## src/rtl/char_writer_if.sv

```systemverilog
// ---------------------------------------------------------------------------
// char_writer_if -- command bus into the character writer.
//   cmd_valid  producer offers a write command
//   cmd_ready  writer can accept (transfer when both high on a rising edge)
//   cmd_addr   target character cell address
//   cmd_data   character code
// Modports: master = command producer, slave = char_writer.
// ---------------------------------------------------------------------------
interface char_writer_if;
   logic       cmd_valid;
   logic       cmd_ready;
   logic [9:0] cmd_addr;
   logic [7:0] cmd_data;

   modport master (output cmd_valid, output cmd_addr, output cmd_data, input cmd_ready);
   modport slave  (input cmd_valid, input cmd_addr, input cmd_data, output cmd_ready);
endinterface

```

## src/rtl/char_writer.sv

```systemverilog
// ---------------------------------------------------------------------------
// char_writer -- buffers character-cell write commands and issues them one at
// a time to a display stage using a tag/acknowledge protocol, with an optional
// full-screen clear engine.
//
// Ports:
//   clock, reset_n        single rising-edge clock, async active-low reset
//   cmd                   char_writer_if.slave command bus (valid/ready/addr/data)
//   clear_start           one-cycle pulse requesting a full-screen clear
//   busy                  FIFO non-empty, write outstanding, or clear pending/active
//   instructionNum        write sequence tag; a change marks a new write
//   instructionAddr/Data  cell address / character of the current write
//   instructionPrev       last tag taken by the display stage (equal = acknowledge)
//
// Configuration: define CHAR_WRITER_CLEAR_EN to build the clear engine. When it
// is undefined, clear_start is present but ignored and no CLEAR state exists.
// ---------------------------------------------------------------------------
module char_writer #(
   parameter int unsigned FIFO_DEPTH = 8,
   parameter int unsigned NUM_CELLS  = 1000,
   parameter logic [7:0]  FILL_CHAR  = 8'h20
) (
   input  logic         clock,
   input  logic         reset_n,
   char_writer_if.slave cmd,
   input  logic         clear_start,
   output logic         busy,
   output logic [9:0]   instructionNum,
   output logic [9:0]   instructionAddr,
   output logic [7:0]   instructionData,
   input  logic [9:0]   instructionPrev
);

   localparam int unsigned ADDR_W = 10;
   localparam int unsigned DATA_W = 8;
   localparam int unsigned TAG_W  = 10;
   localparam int unsigned PTR_W  = $clog2(FIFO_DEPTH);
   localparam int unsigned CNT_W  = PTR_W + 1;

   typedef struct packed {
      logic [ADDR_W-1:0] addr;
      logic [DATA_W-1:0] data;
   } cmd_t;

`ifdef CHAR_WRITER_CLEAR_EN
   typedef enum logic [1:0] {IDLE = 2'd0, WAIT_ACK = 2'd1, CLEAR = 2'd2} state_t;
   localparam logic [ADDR_W-1:0] LAST_CELL = ADDR_W'(NUM_CELLS - 1);
`else
   typedef enum logic [1:0] {IDLE = 2'd0, WAIT_ACK = 2'd1} state_t;
`endif

   // ---------------- command FIFO ----------------
   cmd_t              fifo_mem [FIFO_DEPTH];
   logic [PTR_W-1:0]  wr_ptr_q, rd_ptr_q;
   logic [CNT_W-1:0]  count_q, count_d;
   logic              cmd_ready_q;
   logic              push, pop;
   logic              fifo_empty;
   cmd_t              head;

   assign cmd.cmd_ready = cmd_ready_q;
   assign push          = cmd.cmd_valid && cmd_ready_q;
   assign fifo_empty    = (count_q == '0);
   assign head          = fifo_mem[rd_ptr_q];
   assign count_d       = count_q + CNT_W'(push) - CNT_W'(pop);

   // Storage array: no reset needed, occupancy is tracked by count_q.
   always_ff @(posedge clock) begin
      if (push) fifo_mem[wr_ptr_q] <= {cmd.cmd_addr, cmd.cmd_data};
   end

   // Pointers, occupancy and registered ready (derived from next occupancy).
   always_ff @(posedge clock or negedge reset_n) begin
      if (!reset_n) begin
         wr_ptr_q    <= '0;
         rd_ptr_q    <= '0;
         count_q     <= '0;
         cmd_ready_q <= 1'b1;
      end else begin
         if (push) wr_ptr_q <= wr_ptr_q + PTR_W'(1);
         if (pop)  rd_ptr_q <= rd_ptr_q + PTR_W'(1);
         count_q     <= count_d;
         cmd_ready_q <= (count_d != CNT_W'(FIFO_DEPTH));
      end
   end

   // ---------------- issue state machine ----------------
   state_t            state_q, state_d;
   logic [TAG_W-1:0]  num_q, num_d;
   logic [ADDR_W-1:0] addr_q, addr_d;
   logic [DATA_W-1:0] data_q, data_d;
   logic              busy_q, busy_d;
   logic              ack;

   assign ack             = (instructionPrev == num_q);
   assign instructionNum  = num_q;
   assign instructionAddr = addr_q;
   assign instructionData = data_q;
   assign busy            = busy_q;

`ifdef CHAR_WRITER_CLEAR_EN
   logic              clear_pend_q, clear_pend_d;
   logic [ADDR_W-1:0] clear_addr_q, clear_addr_d;
`else
   logic              unused_clear_start;
   logic [17:0]       unused_cfg;
   assign unused_clear_start = clear_start;
   assign unused_cfg         = {FILL_CHAR, ADDR_W'(NUM_CELLS - 1)};
`endif

   // Next-state and write issue; a new write is always accompanied by a tag bump.
   always_comb begin
      state_d = state_q;
      num_d   = num_q;
      addr_d  = addr_q;
      data_d  = data_q;
      pop     = 1'b0;
`ifdef CHAR_WRITER_CLEAR_EN
      clear_pend_d = clear_pend_q;
      clear_addr_d = clear_addr_q;
      // Pulses are dropped while a clear is already pending or sweeping.
      if (clear_start && !clear_pend_q && (state_q != CLEAR)) clear_pend_d = 1'b1;
`endif
      case (state_q)
         IDLE: begin
`ifdef CHAR_WRITER_CLEAR_EN
            if (clear_pend_q) begin
               clear_pend_d = 1'b0;
               clear_addr_d = '0;
               num_d        = num_q + TAG_W'(1);
               addr_d       = '0;
               data_d       = FILL_CHAR;
               state_d      = CLEAR;
            end else
`endif
            if (!fifo_empty && ack) begin
               pop     = 1'b1;
               num_d   = num_q + TAG_W'(1);
               addr_d  = head.addr;
               data_d  = head.data;
               state_d = WAIT_ACK;
            end
         end
         WAIT_ACK: begin
            if (ack) state_d = IDLE;
         end
`ifdef CHAR_WRITER_CLEAR_EN
         // Each acknowledged cell immediately issues the next one.
         CLEAR: begin
            if (ack) begin
               if (clear_addr_q == LAST_CELL) begin
                  state_d = IDLE;
               end else begin
                  clear_addr_d = clear_addr_q + ADDR_W'(1);
                  num_d        = num_q + TAG_W'(1);
                  addr_d       = clear_addr_q + ADDR_W'(1);
                  data_d       = FILL_CHAR;
               end
            end
         end
`endif
         default: state_d = IDLE;
      endcase

      busy_d = (count_d != '0) || (state_d != IDLE);
`ifdef CHAR_WRITER_CLEAR_EN
      busy_d = busy_d || clear_pend_d;
`endif
   end

   // State and output registers.
   always_ff @(posedge clock or negedge reset_n) begin
      if (!reset_n) begin
         state_q <= IDLE;
         num_q   <= '0;
         addr_q  <= '0;
         data_q  <= '0;
         busy_q  <= 1'b0;
      end else begin
         state_q <= state_d;
         num_q   <= num_d;
         addr_q  <= addr_d;
         data_q  <= data_d;
         busy_q  <= busy_d;
      end
   end

`ifdef CHAR_WRITER_CLEAR_EN
   // Clear engine registers.
   always_ff @(posedge clock or negedge reset_n) begin
      if (!reset_n) begin
         clear_pend_q <= 1'b0;
         clear_addr_q <= '0;
      end else begin
         clear_pend_q <= clear_pend_d;
         clear_addr_q <= clear_addr_d;
      end
   end
`endif

endmodule

```

## src/flat_wrapper.sv

```systemverilog
// flat-port wrapper written by rule: the top's interface ports become plain ports
module char_writer_flat 
#(
   parameter int unsigned FIFO_DEPTH = 8,
   parameter int unsigned NUM_CELLS  = 1000,
   parameter logic [7:0]  FILL_CHAR  = 8'h20
)
  (clock, reset_n, clear_start, busy, instructionNum, instructionAddr, instructionData, instructionPrev, cmd_cmd_valid, cmd_cmd_addr, cmd_cmd_data, cmd_cmd_ready);
  char_writer_if cmd_i ();
  input  logic clock;
  input  logic reset_n;
  input  logic clear_start;
  output logic busy;
  output logic [9:0] instructionNum;
  output logic [9:0] instructionAddr;
  output logic [7:0] instructionData;
  input  logic [9:0] instructionPrev;
  input wire logic [$bits(cmd_i.cmd_valid)-1:0] cmd_cmd_valid;
  input wire logic [$bits(cmd_i.cmd_addr)-1:0] cmd_cmd_addr;
  input wire logic [$bits(cmd_i.cmd_data)-1:0] cmd_cmd_data;
  output wire logic [$bits(cmd_i.cmd_ready)-1:0] cmd_cmd_ready;
  assign cmd_i.cmd_valid = cmd_cmd_valid;
  assign cmd_i.cmd_addr = cmd_cmd_addr;
  assign cmd_i.cmd_data = cmd_cmd_data;
  assign cmd_cmd_ready = cmd_i.cmd_ready;
  char_writer #(.FIFO_DEPTH(FIFO_DEPTH), .NUM_CELLS(NUM_CELLS), .FILL_CHAR(FILL_CHAR)) u_core (.clock(clock), .reset_n(reset_n), .cmd(cmd_i), .clear_start(clear_start), .busy(busy), .instructionNum(instructionNum), .instructionAddr(instructionAddr), .instructionData(instructionData), .instructionPrev(instructionPrev));
endmodule
```

## config.mk

```make
export PLATFORM = sky130hd
export DESIGN_NAME = char_writer_flat
export DESIGN_NICKNAME = d
export VERILOG_FILES = /design/src/rtl/char_writer_if.sv /design/src/rtl/char_writer.sv /design/src/flat_wrapper.sv
export SDC_FILE = /design/constraint.sdc
export NUM_CORES = 1
export LEC_CHECK = 0
export CAP_MARGIN = 10
export CORE_MARGIN = 4
export CORE_UTILIZATION = 28
export DETAILED_ROUTE_END_ITERATION = 16
export HOLD_SLACK_MARGIN = 0.05
export SLEW_MARGIN = 20
export SYNTH_ARGS = -nofsm -noshare
export SYNTH_HDL_FRONTEND = slang
export SYNTH_SLANG_ARGS = --single-unit
```

## constraint.sdc

```tcl
create_clock -name clock -period 6.98 [get_ports clock]
set_clock_uncertainty 0.15 [all_clocks]
set_input_delay 1.396 -clock clock [delete_from_list [all_inputs] [get_ports clock]]
set_output_delay 1.396 -clock clock [all_outputs]
set_load 0.1 [all_outputs]
```

==> out/results.txt <==
The flow ran to the end, and the final reports show no timing, DRC or antenna violations. In this run the most used layer during global routing was met2. The share of post-route cells with drive strength above 1 was 19.87%. Counting tap cells, the placed design contains a total of 766 instances. After routing, the total negative slack on setup checks comes to 0 ns.

STA classifies the critical path endpoint as a flip-flop. In this run, post-CTS hold repair placed 0 buffers. The met3 track demand over resource was 2.616%; the internal power consumption was 2.016 mW. Clock tree synthesis inserted a total of 17 buffers. Setup slack on the worst reg-to-reg path comes out at 3.07 ns. The HPWL reported at the end of detailed placement was 8482 um. The post-synthesis average cell area is 19.16 um^2. The run gives 0 as the number of DRC violations after detailed routing. CTS placed an instance of sky130_fd_sc_hd__clkbuf_16 at the clock tree root. The tools report the clock network power share as 35.3%. The tools report the clock latency at the later pin of the worst-skew pair as 0.43 ns.

TritonCTS built the clock tree. The tools report the finished layout cell area as 8890 um^2. The first global-routing pass estimated 22110 um of wire. OpenSTA, run right after detailed placement, puts the worst setup slack at 1.772 ns. The total power per unit cell area is 305.7 nW/um^2.

The number of standard-cell rows in the floorplan came out at 58. Of the post-synthesis cell area, the dominant cell type holds 59.70%. The library cells used most frequently in the layout, excluding fill and tap cells, are sky130_fd_sc_hd__edfxtp_1 (144), sky130_fd_sc_hd__clkdlybuf4s50_1 (59), sky130_fd_sc_hd__dfrtp_1 (40). The run gives 212.0 MHz as the achievable clock frequency. Global routing finished with a remaining overflow of 0. The total global routing track utilization was 10.41%; the slew at the pin with the worst max-slew slack was 1.018 ns.

Net switching is 25.82% of the power. Measured against the total synthesized area, the mux share comes to 14.15%. Summing the areas of all compound-gate instances in the mapped netlist gives 1.676% of the synthesized area. The number of hold violations in the final report was 0; the initial core utilization was 28.60%.

The synthesized design spends more area on one cell type than any other, namely sky130_fd_sc_hd__edfxtp_1. For the worst setup path, the data arrival time is 4.87 ns. The worst hold path was traced through 2 stages. Sequential cells account for 51.5% of the total power. The die covers 28510 um^2.

Of the total synthesized cell area, the portion taken by XOR and XNOR cells is 3.023%. Counting flops and latches in the post-synthesis netlist gives 186. Gates resized during post-CTS repair numbered 0.

The final period demand of the worst path is 4.717 ns. The run gives 17.52% as the met2 routing resource usage after global routing. The worst setup path is launched from an input port. For this run, the detailed router's first-pass iteration total came to 4. The run gives 1 as the number of antenna violations at the first check in global routing. The worst register-to-register path begins at u_core.count_q[2].

The critical path starts at instructionPrev[3]. The die width works out to 168.8 um. The run gives 0 as the number of maximum-capacitance constraint violations. Using the TritonRoute via totals, the vias-per-cell ratio works out to 4.541. The depth of the worst register-to-register path is 13, and the combinational cell fraction of total power is 13.2%. In this run the cell area of the synthesized design comes to 7243 um^2. After the first detailed-routing iteration, the DRC count stood at 206. No sink is reached through more buffers than the 2 on the longest clock path. The clock drives 186 sinks. Setup repair after global routing left no endpoint under its margin. Setup slack on the critical path of the routed design comes to 2.263 ns. The relative slew slack is 31.93%, and the total cell area at the placement stage is 8302 um^2.

Summing the areas of all fa, ha and maj instances in the mapped netlist gives 1.658% of the synthesized area. In this run the remaining antenna-violating nets after routing total 0. Summed over all layers, the routed wires come to 14490 um. For the final net count, the log shows 496. The number of vias in the routed layout is 3624, and the floorplan core area is 25330 um^2. Following the worst setup path forward leads to its endpoint at u_core.busy. The run gives 74.23% as the sequential-to-total area share from yosys stat. Excluding fillers, the count of instances in the completed layout stands at 798. The min-delay analysis places its worst path in the category reg -> reg. Power spent charging and discharging nets: 0.7018 mW. The repair_antennas step left the layout with diodes totalling 0. The via count of the first global-routing pass is 3781. The met1 layer usage reported by global route is 13.08%, and the y dimension of the die is 168.8 um. Final estimated routing congestion in global placement: 0.7541.

In this run the static leakage power is 2.989 nW. The most common library cell in the layout ignoring fill and taps was sky130_fd_sc_hd__edfxtp_1. For the number of ports placed on the die boundary, the log shows 62. Along the worst path, the maximum fanout reaches 51. The required time of the worst setup path is 7.13 ns. The critical path is of the in -> reg type. The main combinational cell family by area after synthesis is multiplexers. Buffers added to address setup during post-CTS repair amount to 0. By area the synthesized netlist is led by sky130_fd_sc_hd__edfxtp_1 (60%), sky130_fd_sc_hd__dfrtp_1 (14%), sky130_fd_sc_hd__mux4_2 (11%). The worst-case IR drop observed on VDD is 151.3 uV. The run gives 0 as the max-slew violation total from the final report. Synthesis produced a netlist whose cell count is 378. Terminus of the critical flop-to-flop path: u_core.busy.

The tools report the Yosys warning count as 0. The tools report the final setup violation count as 0. Buffers placed on the I/O ports in this run total 60.

The relative area change from synthesis to final layout is 22.73%, and the final cycle utilization of the critical path is 67.58%. Of the total synthesized cell area, the portion taken by AND, OR, NAND and NOR gates is 3.662%. The net count after synthesis is 419, and the distinct cell type count after synthesis is 32. Entering global routing, the biggest net connects 52 pins.

The routed length per instance came out at 18.16 um. Clock-pin slew was measured on the worst setup and hold paths at 0.07 ns. The H-tree was split into 4 levels.
[state kept, by name, summed over array words and instances (netlist names)]
| name | flops |
|---|---|
| u_core.busy | 1 |
| u_core.cmd.cmd_ready | 1 |
| u_core.count_q | 4 |
| u_core.fifo_mem | 144 |
| u_core.instructionAddr | 10 |
| u_core.instructionData | 8 |
| u_core.instructionNum | 10 |
| u_core.rd_ptr_q | 3 |
| u_core.state_q | 2 |
| u_core.wr_ptr_q | 3 |
[synthesized netlist by cell type]
| cell type | count |
|---|---|
| sky130_fd_sc_hd__nor2_1 | 21 |
| sky130_fd_sc_hd__buf_2 | 8 |
| sky130_fd_sc_hd__xor2_1 | 3 |
| sky130_fd_sc_hd__a21oi_1 | 19 |
| sky130_fd_sc_hd__nor3_1 | 5 |
| sky130_fd_sc_hd__nand3_1 | 4 |
| sky130_fd_sc_hd__and3_1 | 2 |
| sky130_fd_sc_hd__nor4_1 | 1 |
| sky130_fd_sc_hd__clkbuf_1 | 3 |
| sky130_fd_sc_hd__xnor2_1 | 22 |
| sky130_fd_sc_hd__and2_1 | 2 |
| sky130_fd_sc_hd__buf_4 | 2 |
| sky130_fd_sc_hd__a311o_1 | 1 |
| sky130_fd_sc_hd__ha_1 | 8 |
| sky130_fd_sc_hd__inv_1 | 10 |
| sky130_fd_sc_hd__nand2_1 | 8 |
| sky130_fd_sc_hd__a21o_1 | 1 |
| sky130_fd_sc_hd__or3b_2 | 1 |
| sky130_fd_sc_hd__mux2_2 | 3 |
| sky130_fd_sc_hd__dfrtp_1 | 41 |
| sky130_fd_sc_hd__nand4_1 | 5 |
| sky130_fd_sc_hd__dfstp_2 | 1 |
| sky130_fd_sc_hd__o311ai_0 | 1 |
| sky130_fd_sc_hd__nand2b_1 | 3 |
| sky130_fd_sc_hd__nor4_4 | 1 |
| sky130_fd_sc_hd__fa_1 | 1 |
| sky130_fd_sc_hd__mux2i_1 | 18 |
| sky130_fd_sc_hd__edfxtp_1 | 144 |
| sky130_fd_sc_hd__clkbuf_2 | 1 |
| sky130_fd_sc_hd__mux4_2 | 36 |
| sky130_fd_sc_hd__conb_1 | 1 |
| sky130_fd_sc_hd__buf_1 | 1 |
[area by class of cell]
class	count	area, um^2
Timing Repair Buffer	73	693.2
Fill cell	2333	16440
Sequential cell	186	5378
Multi-Input combinational cell	167	1780
Clock buffer	18	429.2
Clock inverter	14	158.9
Inverter	10	37.54
Tap cell	330	412.9
[worst max-delay path, cell delays in order]
cell	delay, ns
sky130_fd_sc_hd__clkdlybuf4s50_1	0.48
sky130_fd_sc_hd__xnor2_1	0.12
sky130_fd_sc_hd__nand4_1	0.21
sky130_fd_sc_hd__nor4_4	0.25
sky130_fd_sc_hd__buf_4	0.52
sky130_fd_sc_hd__ha_1	0.33
sky130_fd_sc_hd__inv_1	0.06
sky130_fd_sc_hd__ha_1	0.16
sky130_fd_sc_hd__inv_1	0.06
sky130_fd_sc_hd__fa_1	0.47
sky130_fd_sc_hd__inv_1	0.05
sky130_fd_sc_hd__nor3_1	0.27
sky130_fd_sc_hd__or3b_2	0.48
[stage by stage]
step                hold slack [ns]  utilization [%]  total power, mW
floorplan                    0.3750                -            1.636
global placement             0.3598            32.78            1.766
detailed placement           0.3649            32.78            1.788
CTS                          0.3738            35.10            2.747
global route                 0.4019            35.10            2.831
finish                       0.3822            35.10            2.718
[worst min-delay path by stage]
stage / startpoint / endpoint / slack [ns]
global route: u_core.instructionAddr[5] / u_core.instructionAddr[5] / 0.40
floorplan: u_core.wr_ptr_q[2] / u_core.wr_ptr_q[2] / 0.38
detailed placement: u_core.instructionNum[9] / u_core.instructionNum[9] / 0.36
global placement: u_core.instructionNum[9] / u_core.instructionNum[9] / 0.36
CTS: u_core.instructionNum[9] / u_core.instructionNum[9] / 0.37
finish: u_core.instructionData[7] / u_core.instructionData[7] / 0.38
[per-layer routing]
metal  part of all wire, %  wire [um]
met1                    43       6179
met2                    51       7385
met3                   4.9        710
met4                   1.4        209
met5                 0.055          8
[power groups by stage]
stage	Sequential, mW	Combinational [mW]	Clock [mW]
after CTS	1.40	0.366	0.981
after global routing	1.41	0.392	1.03
after detailed placement	1.42	0.364	0
after floorplan	1.44	0.193	0
final	1.40	0.358	0.960
after global placement	1.41	0.353	0
[logic make-up after synthesis]
logic type | Yosys count
flip-flops | 186
multiplexers | 57
AND/OR/NAND/NOR | 53
XOR/XNOR | 25
buffers and inverters | 25
AO/OA/AOI/OAI | 22
adder cells (fa/ha/maj) | 9
other | 1
Power figures use the tool's default switching activity.
==> RTL change 1: new RTL, config.mk and constraints unchanged <==
Take the reset off `addr_q` and `data_q` and load them in a clocked block of their own.
--- a/src/rtl/char_writer.sv
+++ b/src/rtl/char_writer.sv
@@ -174,14 +174,15 @@
          state_q <= IDLE;
          num_q   <= '0;
-         addr_q  <= '0;
-         data_q  <= '0;
          busy_q  <= 1'b0;
       end else begin
          state_q <= state_d;
          num_q   <= num_d;
-         addr_q  <= addr_d;
-         data_q  <= data_d;
          busy_q  <= busy_d;
       end
+   end
+
+   always_ff @(posedge clock) begin
+      addr_q <= addr_d;
+      data_q <= data_d;
    end
 
Check against the original RTL: differs if reset_n is asserted again (counterexample within 4 cycles, from zero or initial values and one cycle with reset_n low); with reset_n held inactive, the same outputs for 10 cycles.
==> RTL change 1 against the original RTL <==
Cell count is 4.9% lower. Synthesized area decreased by 0.31%. Die area is 0.30% lower. Fmax grew 3.3%. Total power is 1.1% higher. Final area rose by 0.30%. Wire length decreased by 4.9%. Worst setup slack improved by 0.15 ns. Sequential cell count did not move. Worst hold slack barely moved. Largest power group unchanged.
==> RTL change 1: results (changes against the original RTL) <==
| Metric | Value |
|---|---|
| Pin count of the biggest net entering global routing | `39 (was 52)` |
| Synth cell count leaders | `162 x edfxtp_1, 36 x mux4_2, 23 x dfrtp_1, 21 x mux2_2, 21 x xnor2_1 (was 144 x edfxtp_1, 41 x dfrtp_1, 36 x mux4_2, 22 x xnor2_1, 21 x nor2_1)` |
| Post-layout nets | `458 (was 496)` |
| Outcome | `finished, final reports clean (unchanged)` |
| Setup bufs post-CTS | `0 (unchanged)` |
| Ranking of synthesized cells by area | `edfxtp_1 67%, mux4_2 11%, dfrtp_1 8.0% (was edfxtp_1 60%, dfrtp_1 14%, mux4_2 11%)` |
| Family with the most delay on the worst path | `buffers and inverters (was simple AND/OR/NAND/NOR gates)` |
| Place WS | `1.95 ns (was 1.77 ns)` |
| EDFF count, synth | `162 (was 144)` |
| Initial antenna violation count | `1 (unchanged)` |
| Fillcell total | `2363 (was 2333)` |
| Non-filler instance count after layout | `759 (was 798)` |
| Fraction of registers with async set/reset | `12.9% (was 22.6%)` |
| Post-CTS sizing | `0 (unchanged)` |
| Via density | `4.37 (was 4.54)` |
| Syn avg cell area | `21.4 um^2 (was 19.2 um^2)` |
| Routed Wire Length | `13.8 mm (was 14.5 mm)` |
| Peak VDD IR | `0.167 mV (was 0.151 mV)` |
| Sequential fraction of the synthesis area | `75.7% (was 74.2%)` |
| Dpl cells | `728 (was 766)` |
| WP data arrival | `4.71 ns (was 4.87 ns)` |
| Number of global-route vias before repair | `3613 (was 3781)` |
| Port Buffer Count | `60 (unchanged)` |
| Cell area after placement | `8290 um^2 (was 8300 um^2)` |
| CP Max Fanout | `33 (was 51)` |
| Syn nets | `379 (was 419)` |
| Ratio of cells with drive above 1 in the final layout | `26.8% (was 19.9%)` |
| CP max stage delay | `0.49 ns (was 0.52 ns)` |
| Slew HR | `27.9% (was 31.9%)` |
| GRT Util Overall | `10.1% (was 10.4%)` |
| HPWL Detailed | `7.80 mm (was 8.48 mm)` |
| Initial drt markers | `220 (was 206)` |
| Pleak | `0.00292 uW (was 0.00299 uW)` |
| Crit path max-delay cell type | `fa_1 (was buf_4)` |
| First-pass GRT wire length | `21.4 mm (was 22.1 mm)` |
| RePlAce Congestion | `0.717 (was 0.754)` |
## RTL change 1: cell types whose count changed in the layout (fill, tap and decap cells not counted), sizes merged, moves of 18 or more
cell	change
nor2	-18
edfxtp	+18
mux2	+18
mux2i	-18
a21oi	-18
dfrtp	-18
## RTL change 1: kinds of logic after synthesis
family	count (synthesis)	share of synthesized area [%]
buffers and inverters	21	1.26
AND/OR/NAND/NOR	35	3.24
flip-flops	186	75.7
other	1	0.0519
XOR/XNOR	25	3.14
AO/OA/AOI/OAI	4	0.433
adder cells (fa/ha/maj)	9	1.66
multiplexers	57	14.5
## RTL change 1: final cells by class
type	instances	area (um^2)	area share, %
clock inverters	14	205	2.30
flip-flops and latches	186	5470	61.3
clock buffers	17	425	4.77
multi-input cells	131	1690	18.9
repair buffers	71	678	7.61
well taps	330	413	4.63
inverters	10	37.5	0.421
## RTL change 1: final timing paths
kind	startpoint	endpoint	slack, ns	depth (start not counted)
max in group asynchronous	reset_n	u_core.rd_ptr_q[0]	5.50	1
setup / recovery	instructionPrev[0]	u_core.busy	2.42	13
min in group asynchronous	reset_n	u_core.busy	0.80	1
setup reg to reg	u_core.count_q[2]	u_core.busy	3.20	13
hold / removal	u_core.instructionNum[9]	u_core.instructionNum[9]	0.38	1
hold reg to reg	u_core.instructionNum[9]	u_core.instructionNum[9]	0.38	1
## RTL change 1: power breakdown
part	switching (uW)	leakage, uW	internal, uW	total [uW]
combinational	196	0.000841	129	325
sequential	48.8	0.00178	1360	1410
clock	433	0.000306	580	1010
## RTL change 1: per-layer routing
layer  track usage (%)  up-vias  part of all wire (%)
met3              2.97       14                   4.5
met2              17.4       70                    51
met5                 0        -                  0.11
met4              3.28        2                   1.2
li1                  -     1508                     -
met1              12.4     1720                    43
==> RTL change 2: new RTL, same settings <==
Without the edit above. Build with the macro `CHAR_WRITER_CLEAR_EN` defined.
--- a/src/rtl/char_writer.sv
+++ b/src/rtl/char_writer.sv
@@ -16,4 +16,6 @@
 // is undefined, clear_start is present but ignored and no CLEAR state exists.
 // ---------------------------------------------------------------------------
+`define CHAR_WRITER_CLEAR_EN
+
 module char_writer #(
    parameter int unsigned FIFO_DEPTH = 8,
Behaviour: not the same (Yosys sat finds a counterexample within 4 cycles, from zero or initial values and one cycle with reset_n low).
==> RTL change 2 against the original RTL <==
Worst setup slack better by 0.25 ns. Wire length is 21% higher. Largest cell class unchanged. Final area is 11% higher. Worst hold slack worse by 0.020 ns. Total power is 2.5% lower. Synthesized area is 14% higher. Critical path depth is 1 higher. Sequential cell count is 11 higher.
==> RTL change 2: results (changes against the original RTL) <==
| Metric | Value |
|---|---|
| Outcome | `finished, final reports clean (unchanged)` |
| Pre-antenna DRT Iters | `4 (unchanged)` |
| H-tree level count | `4 (unchanged)` |
| CP Max Fanout | `7 (was 51)` |
| Synth cell count leaders | `144 x edfxtp_1, 52 x dfrtp_1, 35 x nand2_1, 28 x mux2i_1, 25 x o21ai_0 (was 144 x edfxtp_1, 41 x dfrtp_1, 36 x mux4_2, 22 x xnor2_1, 21 x nor2_1)` |
| Setup bufs post-CTS | `0 (unchanged)` |
| Initial antenna violation count | `1 (unchanged)` |
| HPWL Detailed | `11.1 mm (was 8.48 mm)` |
| EDFF count, synth | `144 (unchanged)` |
| Most flop-heavy register | `u_core.fifo_mem (unchanged)` |
| Pin count of the biggest net entering global routing | `54 (was 52)` |
| Maximum clock path buffer count | `2 (unchanged)` |
| Met2 WL post-DR | `8.43 mm (was 7.39 mm)` |
| Ranking of synthesized cells by area | `edfxtp_1 53%, dfrtp_1 16%, mux4_2 6.6% (was edfxtp_1 60%, dfrtp_1 14%, mux4_2 11%)` |
| Max layer used | `met5 (unchanged)` |
| Main synth FF type | `edfxtp_1 (unchanged)` |
| Max_cap viols | `0 (unchanged)` |
| Port Buffer Count | `61 (was 60)` |
| Reg clk slew, reported paths | `0.07 ns (about the same)` |
| Clock insertion delay at the later pin of the skew report | `0.43 ns (about the same)` |
| Netlist cell types | `52 (was 32)` |
| Yosys warnings | `0 (unchanged)` |
| Ratio of cells with drive above 1 in the final layout | `17.4% (was 19.9%)` |
| Fraction of registers with async set/reset | `26.9% (was 22.6%)` |
| Place WS | `2.06 ns (was 1.77 ns)` |
| Avg WL per Cell | `17.9 um (was 18.2 um)` |
| Initial drt markers | `374 (was 206)` |
| Syn nets | `553 (was 419)` |
| DRT met1 WL | `7.93 mm (was 6.18 mm)` |
| Max FFs per register | `144 (unchanged)` |
| Slew HR | `32.8% (was 31.9%)` |
| Via density | `4.55 (was 4.54)` |
| WP data arrival | `4.61 ns (was 4.87 ns)` |
| Post-layout nets | `621 (was 496)` |
| Pleak | `0.00337 uW (was 0.00299 uW)` |
| Sequential fraction of the synthesis area | `68.6% (was 74.2%)` |
| CTS buffer count | `17 (unchanged)` |
| Hold Path Class | `flip-flop to flip-flop (unchanged)` |
| Peak VDD IR | `0.182 mV (was 0.151 mV)` |
| GRT Util Overall | `10.9% (was 10.4%)` |
| Met3 Wirelength | `977 um (was 710 um)` |
| First-pass GRT wire length | `27.3 mm (was 22.1 mm)` |
| RePlAce Congestion | `0.778 (was 0.754)` |
| Number of global-route vias before repair | `4562 (was 3781)` |
| Post-CTS sizing | `0 (unchanged)` |
RTL change 2: cell types whose count changed after synthesis, sizes merged, moves of 12 or more:
cell	unedited run	this run
xor2	3	15
mux2	3	19
mux4	36	24
o21ai	0	30
nand2	8	35
RTL change 2: cells by family after synthesis:
kind of cell             synth area share [%]
flip-flops                               68.6
AND/OR/NAND/NOR                          6.41
multiplexers                             13.1
AO/OA/AOI/OAI                            4.74
buffers and inverters                    1.96
XOR/XNOR                                 3.51
adder cells (fa/ha/maj)                  1.61
RTL change 2: layout make-up:
type	instances	area, um^2
Fill cell	2768	19000
Sequential cell	197	5650
Multi-Input combinational cell	279	2440
Timing Repair Buffer	73	696
Tap cell	384	480
Clock buffer	21	440
Clock inverter	11	106
Inverter	11	41.3
RTL change 2: path summary, 6_finish.rpt:
path | startpoint | end | slack (ns) | cells after the start
worst max-delay path | instructionPrev[4] | u_core.busy | 2.52 | 14
worst min-delay path | u_core.instructionAddr[8] | u_core.instructionAddr[8] | 0.36 | 1
worst max register to register | u_core.instructionNum[3] | u_core.busy | 3.43 | 13
worst min register to register | u_core.instructionAddr[8] | u_core.instructionAddr[8] | 0.36 | 1
max in group asynchronous | reset_n | u_core.rd_ptr_q[1] | 5.23 | 2
min in group asynchronous | reset_n | u_core.instructionNum[9] | 0.95 | 2
RTL change 2: worst max-delay path, cell delays in order:
cell	delay (ns)
clkdlybuf4s50_1	0.47
xnor2_1	0.12
nand4_1	0.19
nor3_4	0.40
and3_1	0.32
ha_1	0.26
inv_1	0.05
ha_1	0.15
inv_1	0.05
fa_1	0.47
inv_1	0.05
nor3_1	0.22
nand2b_1	0.08
or4_1	0.39
RTL change 2: routing by layer:
layer / GRT usage [%] / vias up
met5: 0 / -
met4: 3.11 / 2
met3: 2.81 / 10
met2: 17.6 / 101
met1: 14.7 / 2252
li1: - / 2077
RTL change 2: through the flow:
stage / cells / cell area [um^2] / total power (uW)
finish: 976 / 9860 / 2650
global route: 976 / 9860 / 2770
CTS: 976 / 9860 / 2680
detailed placement: 944 / 9320 / 1760
global placement: 944 / 9320 / 1750
floorplan: 511 / 8230 / 1630
RTL change 2: report_power, final:
| group | leakage [uW] | internal (uW) | switching, uW |
|---|---|---|---|
| clock | 0.000258 | 495 | 427 |
| combinational | 0.00113 | 109 | 185 |
| sequential | 0.00198 | 1390 | 40.4 |
